### src/rtl/result_packer_pkg.sv
// result_packer_pkg: shared widths, block size, pad word and FSM states (CSUM exists only with RESULT_PACKER_CHECKSUM_EN)
package result_packer_pkg;
  localparam int DATA_W = 16;
  localparam int OUT_W = 2 * DATA_W;
  localparam int CNT_W = 16;
  localparam int BLOCK_SIZE = 128;
  localparam logic [OUT_W-1:0] PAD_WORD = 32'h0000_0000;
  typedef enum logic [2:0] {
    IDLE,
    PACK,
    TAIL,
`ifdef RESULT_PACKER_CHECKSUM_EN
    CSUM,
`endif
    PAD,
    DONE
  } state_t;
endpackage

### src/rtl/result_packer_block_pad_counter.sv
// block_pad_counter: modulo-SIZE write counter; pad_needed means the block is still partial after this cycle's write
module block_pad_counter
  import result_packer_pkg::*;
#(
  parameter int SIZE = BLOCK_SIZE
) (
  input  logic clk,
  input  logic rst_n,
  input  logic inc,
  output logic pad_needed
);
  localparam int W = $clog2(SIZE);
  logic [W-1:0] cnt, cnt_nxt;
  assign cnt_nxt = cnt + W'(inc);
  assign pad_needed = cnt_nxt != '0;
  always_ff @(posedge clk) begin
    cnt <= !rst_n ? '0 : cnt_nxt;
  end
endmodule

### src/rtl/result_packer.sv
// result_packer: packs fp16 pairs into 32-bit words and pads to whole blocks on flush; RESULT_PACKER_CHECKSUM_EN adds a checksum word
module result_packer
  import result_packer_pkg::*;
(
  input  logic              clk,
  input  logic              rst_n,
  input  logic              in_valid,
  input  logic [DATA_W-1:0] in_data,
  output logic              in_ready,
  input  logic              flush,
  input  logic              fifo_afull,
  output logic [OUT_W-1:0]  out_data,
  output logic              out_we,
  output logic [CNT_W-1:0]  total_words,
  output logic              busy,
  output logic              done
);
  state_t state, state_nxt, after_data;
  logic half_pending, hp_nxt, accept, flush_we, we, pad_needed;
  logic [DATA_W-1:0] low;
  logic [OUT_W-1:0] data_word, word;
  assign in_ready = rst_n && (state == IDLE || state == PACK) && !fifo_afull;
  assign accept = in_valid && in_ready;
  assign busy = state != IDLE;
  assign done = state == DONE;
  assign flush_we = !fifo_afull && !(state inside {IDLE, PACK, DONE});
  assign we = (accept && half_pending) || flush_we;
  assign hp_nxt = state == TAIL ? half_pending && fifo_afull : half_pending ^ accept;
  assign data_word = state == PAD ? PAD_WORD :
                     state == TAIL ? {PAD_WORD[OUT_W-1:DATA_W], low} : {in_data, low};
`ifdef RESULT_PACKER_CHECKSUM_EN
  logic [OUT_W-1:0] csum;
  assign after_data = CSUM;
  assign word = state == CSUM ? csum : data_word;
  always_ff @(posedge clk) begin
    if (!rst_n || state == DONE) csum <= '0;
    else if (we && (state == PACK || state == TAIL)) csum <= csum ^ word;
  end
`else
  assign after_data = pad_needed ? PAD : DONE;
  assign word = data_word;
`endif
  block_pad_counter #(.SIZE(BLOCK_SIZE)) u_blk (
    .clk(clk),
    .rst_n(rst_n),
    .inc(we),
    .pad_needed(pad_needed)
  );
  // a beat accepted alongside flush is already folded into hp_nxt and pad_needed
  always_comb begin
    state_nxt = state;
    case (state)
      IDLE, PACK: state_nxt = flush ? (hp_nxt ? TAIL : after_data) : accept ? PACK : state;
      DONE: state_nxt = IDLE;
      default: if (!fifo_afull) state_nxt = state == TAIL ? after_data : pad_needed ? PAD : DONE;
    endcase
  end
  always_ff @(posedge clk) begin
    if (!rst_n) begin
      state <= IDLE;
      half_pending <= 1'b0;
      low <= '0;
      out_we <= 1'b0;
      out_data <= '0;
      total_words <= '0;
    end else begin
      state <= state_nxt;
      half_pending <= hp_nxt;
      out_we <= we;
      if (accept && !half_pending) low <= in_data;
      if (we) out_data <= word;
      if (we && total_words != '1) total_words <= total_words + CNT_W'(1);
    end
  end
endmodule
### config.mk
export PLATFORM = sky130hd
export DESIGN_NAME = result_packer
export DESIGN_NICKNAME = d
export VERILOG_FILES = /design/src/rtl/result_packer_pkg.sv /design/src/rtl/result_packer_block_pad_counter.sv /design/src/rtl/result_packer.sv
export SDC_FILE = /design/constraint.sdc
export NUM_CORES = 1
export LEC_CHECK = 0
export ABC_AREA = 0
export BUFFER_PORTS_ARGS = -buffer_cell sky130_fd_sc_hd__buf_2
export CORE_UTILIZATION = 24
export CTS_CLUSTER_SIZE = 40
export DETAILED_ROUTE_END_ITERATION = 6
export HOLD_SLACK_MARGIN = 0.12
export PLACE_DENSITY_LB_ADDON = 0.05
export REMOVE_ABC_BUFFERS = 1
export SLEW_MARGIN = 10
export SYNTH_ARGS = -nofsm -noshare
export SYNTH_HDL_FRONTEND = slang
export SYNTH_HIERARCHICAL = 1
export SYNTH_SLANG_ARGS = --single-unit
### constraint.sdc
create_clock -name clk -period 6.12 [get_ports clk]
set_input_delay 1.836 -clock clk [delete_from_list [all_inputs] [get_ports clk]]
set_output_delay 1.836 -clock clk [all_outputs]
set_load 0.01 [all_outputs]
After elaboration in Yosys (flattened, before gate mapping)
Cells that the tools add are included.
- register bits: 76
- input bits: 21
- add/sub/neg operators: 2
- equality and inequality tests: 7
- multiplexer cells: 9
- bitwise gates (word level): 1
- reductions and logical operators: 19
- operator list (cell ; number):
    32-bit two-way mux ; 2
    16-bit by 1-bit adder with 16-bit output (second input constant) ; 1
    16-bit inequality test (second input constant) ; 1
    3-bit two-way mux ; 5
    1-bit logical AND ; 8
    7-bit by 1-bit adder with 7-bit output ; 1
    7-bit nonzero test ; 1
    3-bit by 2-bit equality test with 1-bit output (second input constant) ; 2
    3-bit case mux with 2 select lines ; 1
    3-bit nonzero test ; 2
    3-bit by 1-bit equality test with 1-bit output (second input constant) ; 1
    3-bit equality test (second input constant) ; 1
    1-bit logical NOT ; 3
    3-bit logical NOT ; 1
    3-bit by 1-bit inequality test with 1-bit output (second input constant) ; 1
    3-bit inequality test (second input constant) ; 1
    1-bit logical OR ; 2
    2-bit AND reduction ; 1
    2-bit OR reduction ; 1
    1-bit two-way mux ; 1
    1-bit XOR ; 1

Logic depth before layout (Yosys ltp)
- depth in word-level cells: 13
- depth in mapped cells: 18
- depth with buffers taken out: 16

Modules after synthesis
The synthesis kept the hierarchy.
- by module, submodules not included (module ; times used ; cells an instance ; area an instance (µm²) ; seq. area each (µm²)):
    result_packer ; 1 ; 284 ; 2831.5 ; 1381.3
    block_pad_counter ; 1 ; 36 ; 380.4 ; 140.1

Least setup slack after synthesis
OpenSTA, ideal clock, no wires.
- path kind: input to register
- start: in rst_n
- end: reg state[1]
- library setup time: 121 ps
- arrival time: 4980 ps
- slack: 1019 ps
- stages: 17
- cells stage by stage: clkinv_1 > nor4_1 > and2_1 > ha_1 > nor3_4 > inv_2 > clkbuf_1 > ha_1 > ha_1 > clkbuf_2 > a31oi_1 > nor4_1 > o31ai_2 > o21bai_1 > a32o_1 > o21ai_0 > a21oi_1
- longest elaborated chain between the ends: 11
- elaborated cells on any way between the ends: 16
- ends and longest elaborated chain (item ; RTL line ; RTL):
    start: declaration ; result_packer.sv:6 ; input logic rst_n,
    1-bit logical AND * (2 in series) ; result_packer.sv:22 ; assign in_ready = rst_n && (state == IDLE || state == PACK) && !fifo_afull;
    via in_ready ; result_packer.sv:9 ; output logic in_ready,
    1-bit logical AND * ; result_packer.sv:23 ; assign accept = in_valid && in_ready;
    1-bit logical AND * ; result_packer.sv:27 ; assign we = (accept && half_pending) || flush_we;
    1-bit logical OR * ; result_packer.sv:27 ;
    via we ; result_packer.sv:19 ; logic half_pending, hp_nxt, accept, flush_we, we, pad_needed;
    7-bit by 1-bit adder with 7-bit output * ; result_packer_block_pad_counter.sv:14 ; assign cnt_nxt = cnt + W'(inc);
    7-bit nonzero test * ; result_packer_block_pad_counter.sv:15 ; assign pad_needed = cnt_nxt != '0;
    via pad_needed ; result_packer.sv:19 ;
    3-bit two-way mux * ; result_packer.sv:40, result_packer.sv:55 ;
    3-bit two-way mux (2 in series) ; result_packer.sv:53 ; IDLE, PACK: state_nxt = flush ? (hp_nxt ? TAIL : after_data) : accept ? PACK : state;
    3-bit case mux with 2 select lines * ; result_packer.sv:52 ; case (state)
    end signal: assignment ; result_packer.sv:67 ; state <= state_nxt;
    end: declaration ; result_packer.sv:18 ; state_t state, state_nxt, after_data;
Mark *: on every way through the listed nets, which the timed path passes. The rest lies on a longest branch. The select of a mux whose other input is x is not followed.
A chain may end at the register's enable or synchronous reset.

Final worst setup path
- start: in fifo_afull
- end: reg state[1]
- longest elaborated chain between the ends: 11
- elaborated cells on any way between the ends: 19
- ends and longest elaborated chain (item ; RTL line ; RTL):
    start: declaration ; result_packer.sv:11 ; input logic fifo_afull,
    1-bit logical NOT * ; n/a ;
    1-bit logical AND ; result_packer.sv:22 ;
    1-bit logical AND ; result_packer.sv:23 ;
    1-bit logical AND ; result_packer.sv:27 ;
    1-bit logical OR * ; result_packer.sv:27 ;
    7-bit by 1-bit adder with 7-bit output * ; result_packer_block_pad_counter.sv:14 ;
    7-bit nonzero test * ; result_packer_block_pad_counter.sv:15 ;
    via pad_needed ; result_packer.sv:19 ;
    3-bit two-way mux * ; result_packer.sv:40, result_packer.sv:55 ;
    3-bit two-way mux (2 in series) ; result_packer.sv:53 ;
    3-bit case mux with 2 select lines * ; result_packer.sv:52 ;
Marks and branches as above.

==> results.cfg <==
[power]
vdd_ir_drop_max_mv = 0.1195
power.density_mw_per_mm2 = 303.3
total_power_mw = 1.235
leakagePower_nw = 1.683

[min_path]
holdCritPathClass = flop to flop
hold_path_depth = 1
hold_start = low[1]

[floorplanning]
io-pin-count = 73
die_x_um = 117.7
die_area_mm2 = 0.01385
die_height_um = 117.7
row_count = 41
start_util = 0.2504
core_area_mm2 = 0.01282

[place]
io_buffers = 72
place_hpwl_mm = 5.856
placed_cells = 551
gp_congestion = 0.7593
dpl_cell_area_mm2 = 0.003746

[finish]
layout.nets = 416
final_area_mm2 = 0.004071
mostFrequentLayoutCells = dfxtp_1, buf_2, a22o_1, nor2_1, mux2i_1
seq_area_mm2 = 0.001521
nFillCells = 1365
final_common_cell = dfxtp_1
final_cells = 566
syn2layout_area_growth_pct = 26.76
multi_input_area_mm2 = 0.001589
antenna_cells = 0
drive_gt1_frac = 0.2614

[yosys]
yosys.area_share.simple = 0.2069
ys_seq_area_frac = 0.4737
yosys_warnings = 6
ys_types = 60
synthXorXnorAreaFrac = 0.01636
synth_mux_area_frac = 0.06856
synth-adder-area-share = 0.01948
synth_edf_count = 0
synth_top_family_by_area = simple AND/OR/NAND/NOR gates
async_flop_share = 0
synthesis.area_mm2 = 0.003212
synth_ff_type = dfxtp_1
synth_area_per_cell_um2 = 10.04
synth_cells = 320
yosys_register_bits = 76
synth-compound-area-share = 0.1827

[critical_path]
r2r_cells = 15
worst_setup_path_start_kind = primary input
crit_path_max_fanout = 12
crit_arrival_ns = 5.11
crit-reg2reg-launch = state[1]
crit_start = fifo_afull
cpMaxStageDelayCell = nor3_4
worst-path-stages = 16
cp_slowest_stage_delay_ns = 0.39
crit_end = state[1]
worstSetupEndpointType = flop
cp_num_buf_inv = 2
crit_family = simple AND/OR/NAND/NOR gates
regToRegSetupSlack_ns = 2.28
worstPathRequired_ns = 6.33
reg2reg_to = state[1]
cp_cell_sequence = buf_2, nor4_1, and2_1, ha_1, nor3_4, inv_2, ha_1, ha_1, nor3_1, a31oi_1, nor4_1, o31ai_2, o21bai_1, a32o_1, o21ai_0, a21oi_1
critical_path_class = primary input to flop
crit_top_cell = ha_1

[global_routing]
grt_pass1_wl_mm = 13.90
grt_usage = 0.1295
grt_pass1_vias = 2591
grt_max_degree = 33
overflow = 0
antenna_found_initial = 0

[sta]
tns_ns = 0
rsz0062_at_grt = false
setup_viol = 0
fin_skew_ns = 0.005529
tightest_slew_ns = 1.163
relSlewSlack = 0.2245
fin_hold_ws_ns = 0.4635
min_period_ns = 4.902
hold_viol_final = 0
max_clock_freq_ghz = 0.2040
fin_crit_sh = 0.8010
slew_violations = 0

[cts]
postCtsSetupRepairBufs = 0
clockRootBuffer = clkbuf_16
ctsHoldBuffers = 0
path_clk_slew_ns = 0.06
h-tree-depth = 3
clock_latency_ns = 0.34
cts_resized = 0
cts_tree = done
clock_sinks = 76
clk_path_buf_depth = 2
cts_buffers = 9

[flow_run]
cap_violations = 0

[route]
firstDrtPassIters = 4
wl_per_cell_um = 15.14
ant_nets = 0
drc = 0
num_vias = 2660
drtIter0Drc = 136
drt_wl_total_mm = 8.568
viasPerCell = 4.700

[outcome]
outcome = completed
-- state kept, by name, summed over array words and instances (netlist names) --
signal	flops
low	16
half_pending	1
total_words	16
out_data	32
state	3
out_we	1
u_blk/cnt	7
-- logic make-up after synthesis --
group                    Yosys count
flip-flops                        76
buffers and inverters             25
multiplexers                      22
AND/OR/NAND/NOR                  115
adder cells (fa/ha/maj)            5
AO/OA/AOI/OAI                     71
XOR/XNOR                           6
-- final cells by class --
type,instances,share of cell area
Multi-Input combinational cell,219,0.3903
Inverter,8,0.007376
Tap cell,172,0.05286
Clock inverter,4,0.01782
Clock buffer,11,0.06208
Sequential cell,76,0.3737
Timing Repair Buffer,76,0.09588
-- Yosys cell counts, types with 4 or more instances --
master    count  area [µm²]
dfxtp_1      76        1521
a22o_1       32       280.3
nor2_1       25       93.84
mux2i_1      22       220.2
nand2_1      18       67.56
and2_1       10       62.56
nand3_1      10       50.05
nand4_1      10       62.56
clkbuf_1      8       30.03
buf_2         7       35.03
nand2b_1      7       43.79
inv_1         6       22.52
nor3_1        6       30.03
a21oi_1       5       25.02
ha_1          5       62.56
or4_1         5       37.54
xnor2_1       5       43.79
nor4_1        4       25.02
-- metrics by stage --
stage | utilization | worst slack, ns
global placement | 0.2921 | 0.9021
CTS | 0.3175 | 1.166
floorplan | - | 0.8567
global route | 0.3175 | 0.9124
detailed placement | 0.2921 | 0.8271
finish | 0.3175 | 1.218
-- report_power, final --
part	leakage, nW	internal, mW	total, mW	switching [mW]
clock	0.158	0.376	0.580	0.204
combinational	0.911	0.0515	0.122	0.0708
sequential	0.614	0.514	0.533	0.0184
total	1.68	0.942	1.23	0.293
-- per-layer routing --
layer / vias up / global-route usage / share of wire
li1: 1341 / - / -
met1: 1243 / 0.1649 / 0.49
met2: 67 / 0.1989 / 0.45
met3: 9 / 0.04360 / 0.049
met4: 0 / 0.05369 / 0.013
met5: - / 0 / 0
-- worst min-delay path by stage --
stage,slack [ns],end
after detailed placement,0.45,out_data[1]
after floorplan,0.44,out_data[0]
after global placement,0.45,out_data[2]
final,0.46,out_data[1]
after global routing,0.48,out_data[9]
after CTS,0.46,out_data[6]
(Power assumes the default switching activity.)
